### src/rtl/uart_rx_byte.sv
// 8N1 UART receiver: 2-FF synchronized rx, oversampled mid-bit sampling, one-cycle strobes.
// Define UART_RX_PARITY_EN for 8E1 framing with a parity_error output.
//   state  | meaning
//   IDLE   | line idle, waiting for a low rx_s
//   START  | confirming the start bit at its midpoint
//   DATA   | sampling 8 data bits LSB-first
//   PARITY | sampling the even-parity bit (UART_RX_PARITY_EN only)
//   STOP   | sampling the stop bit, deciding good byte or framing error
//   BREAK  | line held low after a bad stop bit, waiting for idle
module uart_rx_byte #(
  parameter int CLK_FREQ   = 100000000,
  parameter int BAUD       = 115200,
  parameter int OVERSAMPLE = 16
) (
  input  logic       clk,
  input  logic       rst,
  input  logic       rx,
  output logic [7:0] byte_received,
  output logic       rx_data_ready,
  output logic       framing_error,
`ifdef UART_RX_PARITY_EN
  output logic       parity_error,
`endif
  output logic       busy
);

  localparam int DIV = (CLK_FREQ + BAUD * OVERSAMPLE / 2) / (BAUD * OVERSAMPLE);
  localparam int TW  = (DIV > 1) ? $clog2(DIV) : 1;
  localparam int SW  = $clog2(OVERSAMPLE);

  localparam logic [TW-1:0] DIV_M1  = TW'(DIV - 1);
  localparam logic [SW-1:0] HALF_M1 = SW'(OVERSAMPLE / 2 - 1);
  localparam logic [SW-1:0] FULL_M1 = SW'(OVERSAMPLE - 1);

  typedef enum logic [2:0] {
    IDLE   = 3'd0,
    START  = 3'd1,
    DATA   = 3'd2,
`ifdef UART_RX_PARITY_EN
    PARITY = 3'd3,
`endif
    STOP   = 3'd4,
    BREAK  = 3'd5
  } state_t;

  state_t state, state_nxt;

  logic [1:0]    sync_q;
  logic          rx_s;
  logic [TW-1:0] tick_cnt;
  logic          tick;
  logic [SW-1:0] samp_cnt;
  logic [2:0]    bit_idx;
  logic [7:0]    shift_q;

  logic samp_clr;
  logic samp_inc;
  logic shift_en;
  logic load_byte;
  logic ferr_set;
`ifdef UART_RX_PARITY_EN
  logic par_q;
  logic par_load;
  logic par_bad;
  logic perr_set;
`endif

  // Synchronizer resets to the idle level so reset release never looks like a start bit.
  always_ff @(posedge clk or posedge rst) begin
    if (rst) sync_q <= 2'b11;
    else     sync_q <= {sync_q[0], rx};
  end

  assign rx_s = sync_q[1];

  always_ff @(posedge clk or posedge rst) begin
    if (rst)                   tick_cnt <= '0;
    else if (tick_cnt == DIV_M1) tick_cnt <= '0;
    else                       tick_cnt <= tick_cnt + TW'(1);
  end

  assign tick = (tick_cnt == DIV_M1);

  always_ff @(posedge clk or posedge rst) begin
    if (rst) state <= IDLE;
    else     state <= state_nxt;
  end

`ifdef UART_RX_PARITY_EN
  assign par_bad = par_q != (^shift_q);
`endif

  always_comb begin
    state_nxt = state;
    samp_clr  = 1'b0;
    samp_inc  = 1'b0;
    shift_en  = 1'b0;
    load_byte = 1'b0;
    ferr_set  = 1'b0;
`ifdef UART_RX_PARITY_EN
    par_load  = 1'b0;
    perr_set  = 1'b0;
`endif
    case (state)
      IDLE: begin
        if (!rx_s) begin
          state_nxt = START;
          samp_clr  = 1'b1;
        end
      end
      START: begin
        if (tick) begin
          if (samp_cnt == HALF_M1) begin
            samp_clr  = 1'b1;
            state_nxt = rx_s ? IDLE : DATA;
          end else begin
            samp_inc = 1'b1;
          end
        end
      end
      DATA: begin
        if (tick) begin
          if (samp_cnt == FULL_M1) begin
            samp_clr = 1'b1;
            shift_en = 1'b1;
            if (bit_idx == 3'd7) begin
`ifdef UART_RX_PARITY_EN
              state_nxt = PARITY;
`else
              state_nxt = STOP;
`endif
            end
          end else begin
            samp_inc = 1'b1;
          end
        end
      end
`ifdef UART_RX_PARITY_EN
      PARITY: begin
        if (tick) begin
          if (samp_cnt == FULL_M1) begin
            samp_clr  = 1'b1;
            par_load  = 1'b1;
            state_nxt = STOP;
          end else begin
            samp_inc = 1'b1;
          end
        end
      end
`endif
      STOP: begin
        if (tick) begin
          if (samp_cnt == FULL_M1) begin
            samp_clr = 1'b1;
`ifdef UART_RX_PARITY_EN
            perr_set = par_bad;
`endif
            if (rx_s) begin
`ifdef UART_RX_PARITY_EN
              load_byte = !par_bad;
`else
              load_byte = 1'b1;
`endif
              state_nxt = IDLE;
            end else begin
              ferr_set  = 1'b1;
              state_nxt = BREAK;
            end
          end else begin
            samp_inc = 1'b1;
          end
        end
      end
      BREAK: begin
        if (rx_s) state_nxt = IDLE;
      end
      default: state_nxt = IDLE;
    endcase
  end

  always_ff @(posedge clk or posedge rst) begin
    if (rst)           samp_cnt <= '0;
    else if (samp_clr) samp_cnt <= '0;
    else if (samp_inc) samp_cnt <= samp_cnt + SW'(1);
  end

  // bit_idx wraps 7->0 on the last data bit, so it is ready for the next frame.
  always_ff @(posedge clk or posedge rst) begin
    if (rst) begin
      bit_idx <= '0;
      shift_q <= '0;
    end else if (state == IDLE) begin
      bit_idx <= '0;
    end else if (shift_en) begin
      shift_q[bit_idx] <= rx_s;
      bit_idx          <= bit_idx + 3'd1;
    end
  end

`ifdef UART_RX_PARITY_EN
  always_ff @(posedge clk or posedge rst) begin
    if (rst)           par_q <= 1'b0;
    else if (par_load) par_q <= rx_s;
  end
`endif

  always_ff @(posedge clk or posedge rst) begin
    if (rst) begin
      byte_received <= 8'h00;
      rx_data_ready <= 1'b0;
      framing_error <= 1'b0;
`ifdef UART_RX_PARITY_EN
      parity_error  <= 1'b0;
`endif
    end else begin
      rx_data_ready <= load_byte;
      framing_error <= ferr_set;
`ifdef UART_RX_PARITY_EN
      parity_error  <= perr_set;
`endif
      if (load_byte) byte_received <= shift_q;
    end
  end

  assign busy = (state != IDLE);

endmodule

### config.mk
export PLATFORM = sky130hd
export DESIGN_NAME = uart_rx_byte
export DESIGN_NICKNAME = d
export VERILOG_FILES = /design/src/rtl/uart_rx_byte.sv
export SDC_FILE = /design/constraint.sdc
export NUM_CORES = 1
export LEC_CHECK = 0
export BUFFER_PORTS_ARGS = -buffer_cell sky130_fd_sc_hd__buf_4
export CAP_MARGIN = 20
export CORE_UTILIZATION = 30
export CTS_BUF_LIST = sky130_fd_sc_hd__clkbuf_16
export CTS_CLUSTER_SIZE = 12
export DETAILED_ROUTE_END_ITERATION = 8
export PLACE_DENSITY_LB_ADDON = 0.2
export SYNTH_ARGS = -nofsm -noshare
export SYNTH_HDL_FRONTEND = slang
export SYNTH_SLANG_ARGS = --single-unit
### constraint.sdc
create_clock -name clk -period 2.12 [get_ports clk]
set_input_delay 0.424 -clock clk [delete_from_list [all_inputs] [get_ports clk]]
set_output_delay 0.424 -clock clk [all_outputs]
set_load 0.05 [all_outputs]
==> PnR_summary.wiki <==
{| class="wikitable"
! Metric !! Value
|-
| Floorplan die area || 0.00634 mm^2
|-
| Placement Rows || 27
|-
| Yosys warning total || 0
|-
| Overflow after GRT || 0
|-
| Start-to-end type of the worst setup path || reg -> reg
|-
| Hold violation count in the final report || 0
|-
| Endpoint type of the worst setup path || register
|-
| Mapped cell area || 0.00181 mm^2
|-
| Post-CTS setup buffer count || 0
|-
| Standby leakage power || 1.03 nW
|-
| Number of register bits inferred by synthesis || 36
|-
| Fraction of final layout cells sized beyond drive strength 1 || 0.290
|-
| Starting density of the core || 0.320
|-
| Avg Inst Size Synth || 10.8 um^2
|-
| H-Tree Depth || 2
|-
| Nets@finish || 200
|-
| Horizontal die dimension || 79.6 um
|-
| Clock transition at the register clock pins on the worst setup and hold paths after CTS || 50 ps
|-
| Power density normalized to cell area || 627 mW/mm^2
|-
| Register-to-register path setup slack || 130 ps
|-
| Total design power || 0.00138 W
|-
| Final worst path period need || 1990 ps
|-
| Sw power || 0.000266 W
|-
| Clock tree from TritonCTS || built
|-
| Skew final || 3.00 ps
|-
| Floorplan core area || 0.00564 mm^2
|-
| Simple-gate portion of the synthesized area || 0.199
|-
| XOR/XNOR share of the synthesized area || 0.0291
|-
| Share of synthesized area spent on multiplexers || 0.117
|-
| Stage delay of the slowest cell on the critical path || 560 ps
|-
| Worst IR drop on VDD || 0.381 mV
|-
| Transition time at the pin with the least slew margin || 580 ps
|-
| Sum of routed wire length over all layers || 3440 um
|-
| Final design utilization || 0.391
|-
| Highest fanout seen on the critical path || 5
|-
| HPWL Detailed || 2500 um
|-
| Detailed-route vias per instance || 5.17
|-
| DRC violations left || 0
|-
| Clock latency at the later pin of the worst-skew pair || 270 ps
|-
| Fraction of the mapped netlist area in adder cells || 0.0346
|-
| Bufs on Longest Clock Path || 2
|-
| Number of antenna violations at the first check in global routing || 0
|-
| Inserted Diodes || 0
|-
| Fin. max-slew vios || 0
|-
| Fraction of the mapped netlist area in compound gates || 0.0830
|-
| Hold/Removal Path Class || in -> async
|-
| Total number of vias || 1369
|-
| Tot GR Track Use || 0.123
|-
| Final estimated routing congestion in global placement || 0.776
|-
| Final setup vio count || 0
|-
| Vias in the first global route || 1264
|-
| Number of clock sinks || 36
|-
| Crit path required time || 2280 ps
|-
| Average wire per standard cell || 13.0 um
|-
| Post-synthesis async set-or-reset flop share || 1.00
|-
| Fraction of power consumed by sequential logic || 0.503
|-
| Master of the slowest instance on the critical path || sky130_fd_sc_hd__or4_4
|-
| Fraction of power consumed by the clock network || 0.483
|-
| ANT nets after route || 0
|-
| Number of flops mapped to enable cells by yosys || 0
|-
| Max-cap viol count || 0
|-
| Least setup slack across all paths after layout || 129 ps
|-
| Combinational group share of total power || 0.014
|-
| Total cell area at the placement stage || 0.00207 mm^2
|-
| Largest family of logic cells by synthesized area || simple AND/OR/NAND/NOR gates
|-
| Portion of the clock cycle consumed by the worst path in the final layout || 0.939
|-
| Area grow syn2layout || 22.1%
|-
| Relative slew slack || 0.610
|-
| Series of cell instances along the critical path || ha_1 -> nand2_1 -> or4_4 -> and4bb_1 -> mux2_1
|-
| Initial drt markers || 90
|-
| Pin count of the biggest net entering global routing || 37
|-
| Data arrival at the endpoint of the critical path || 2150 ps
|-
| Part of the Yosys area used for sequential elements || 0.500
|-
| Main flop type after synthesis || sky130_fd_sc_hd__dfrtp_1
|-
| Clock buffers created by TritonCTS || 5
|-
| Number of buffer cells added on primary ports || 13
|-
| Post-synth net total || 175
|-
| Total negative slack || 0 ps
|-
| Highest attainable clock frequency || 502 MHz
|-
| Die outline height || 79.6 um
|-
| FF-to-FF Start || samp_cnt[0]
|-
| Number of placed I/O pins || 14
|-
| Switching share of total power || 0.192
|-
| Run status || finished clean
|-
| Unrepaired setup endpoints after global routing || no
|-
| Placement-stage worst setup slack || 46.2 ps
|-
| Buffer type at the clock tree root || sky130_fd_sc_hd__clkbuf_16
|-
| First-pass GRT wire length || 5890 um
|-
| Drt pass-1 iters || 4
|-
| Internal cell power || 0.00112 W
|-
| CP Launch Type || register
|-
| Number of distinct standard cells referenced by the synthesized netlist || 45
|-
| Crit path from || samp_cnt[0]
|-
| Fin area || 0.00221 mm^2
|-
| Cells after synthesis || 167
|}
## stage by stage
step | hold WS, ps | instances
4_1_cts | 252 | 265
5_1_grt | 250 | 265
3_3_place_gp | 347 | 257
3_5_place_dp | 347 | 257
2_1_floorplan | 345 | 167
6_report | 257 | 265
## cells by family (layout without fill, tap and decap cells)
kind of cell / after synthesis / after routing
buffers and inverters: 17 / 43
muxes: 19 / 19
DFF: 36 / 36
and+or+nand+nor: 62 / 62
adders and majority gates: 5 / 5
xor gates and xnor gates: 6 / 6
AOI/OAI and AO/OA: 22 / 22
## placed cells by master (no fill, tap or decap), drive strengths merged, types with 2 or more instances in the layout
cell    count
a21oi       4
dfrtp      34
nor2       16
ha          5
inv         9
nor3        8
nand3       5
a211oi      2
nand4       5
clkbuf      5
xnor2       4
dfstp       2
nor2b       3
nor4        3
o21a        2
nand2b      3
nand2       5
mux2       17
o32a        2
xor2        2
mux2i       2
buf        28
a31oi       2
and3        2
o21ai       6
## power groups by stage
stage,clock (W),combinational [W],sequential (W)
3_5_place_dp,0,0.0000206,0.000708
4_1_cts,0.000690,0.0000207,0.000696
3_3_place_gp,0,0.0000208,0.000708
2_1_floorplan,0,0.0000142,0.000704
6_report,0.000669,0.0000192,0.000696
5_1_grt,0.000716,0.0000233,0.000696
## state kept, by name, summed over array words and instances, names as in the netlist
| name | count |
|---|---|
| tick_cnt | 6 |
| bit_idx | 3 |
| state | 3 |
| framing_error | 1 |
| byte_received | 8 |
| rx_data_ready | 1 |
| sync_q | 2 |
| samp_cnt | 4 |
| shift_q | 8 |
## Yosys cell counts, types with 3 or more instances
cell type,instances,area (um^2)
sky130_fd_sc_hd__xnor2_1,4,35.0
sky130_fd_sc_hd__ha_1,5,62.6
sky130_fd_sc_hd__nand3_1,5,25.0
sky130_fd_sc_hd__nor2b_1,3,18.8
sky130_fd_sc_hd__inv_1,7,26.3
sky130_fd_sc_hd__a21oi_1,4,20.0
sky130_fd_sc_hd__nand2_1,5,18.8
sky130_fd_sc_hd__nor2_1,16,60.1
sky130_fd_sc_hd__o21ai_0,6,30.0
sky130_fd_sc_hd__nor3_1,8,40.0
sky130_fd_sc_hd__dfrtp_1,34,851
sky130_fd_sc_hd__nand4_1,4,25.0
sky130_fd_sc_hd__buf_2,3,15.0
sky130_fd_sc_hd__nand2b_1,3,18.8
sky130_fd_sc_hd__clkbuf_1,6,22.5
sky130_fd_sc_hd__mux2_2,16,180
## what timing repair did
action                                  CTS  global route
endpoints found under the setup margin    0             2
resized for setup                         0             1
hold buffers                              0             0
endpoints found under the hold margin     0             0
## layout make-up
type / count / area (um^2)
multi-input combinational: 114 / 841
clock inverter: 3 / 11.3
timing repair buffer: 28 / 210
fill: 535 / 3430
sequential: 36 / 903
clock buffer: 5 / 125
inverter: 7 / 26.3
tap: 72 / 90.1
## metal layers
metal	GRT usage	vias to the layer above	wire length, um
met3	0.0354	7	166
met4	0.0473	0	46
met1	0.167	680	1650
met2	0.184	25	1570
met5	0	-	0
li1	-	657	-
## worst max-delay path, delay by kind of cell (launching register included)
family                     cells  cell delay [ps]
adders and majority gates      1              240
DFF                            1              370
muxes                          1              310
and+or+nand+nor                3              960
## worst paths after layout
kind,to,depth (start not counted)
worst min-delay path,rx_data_ready,3
worst min register to register,sync_q[1],0
worst max register to register,shift_q[3],5
worst max-delay path,shift_q[3],5
min in group clk,sync_q[0],1
max in group asynchronous,sync_q[1],3
Note: power is estimated with default switching activity, not from simulation.
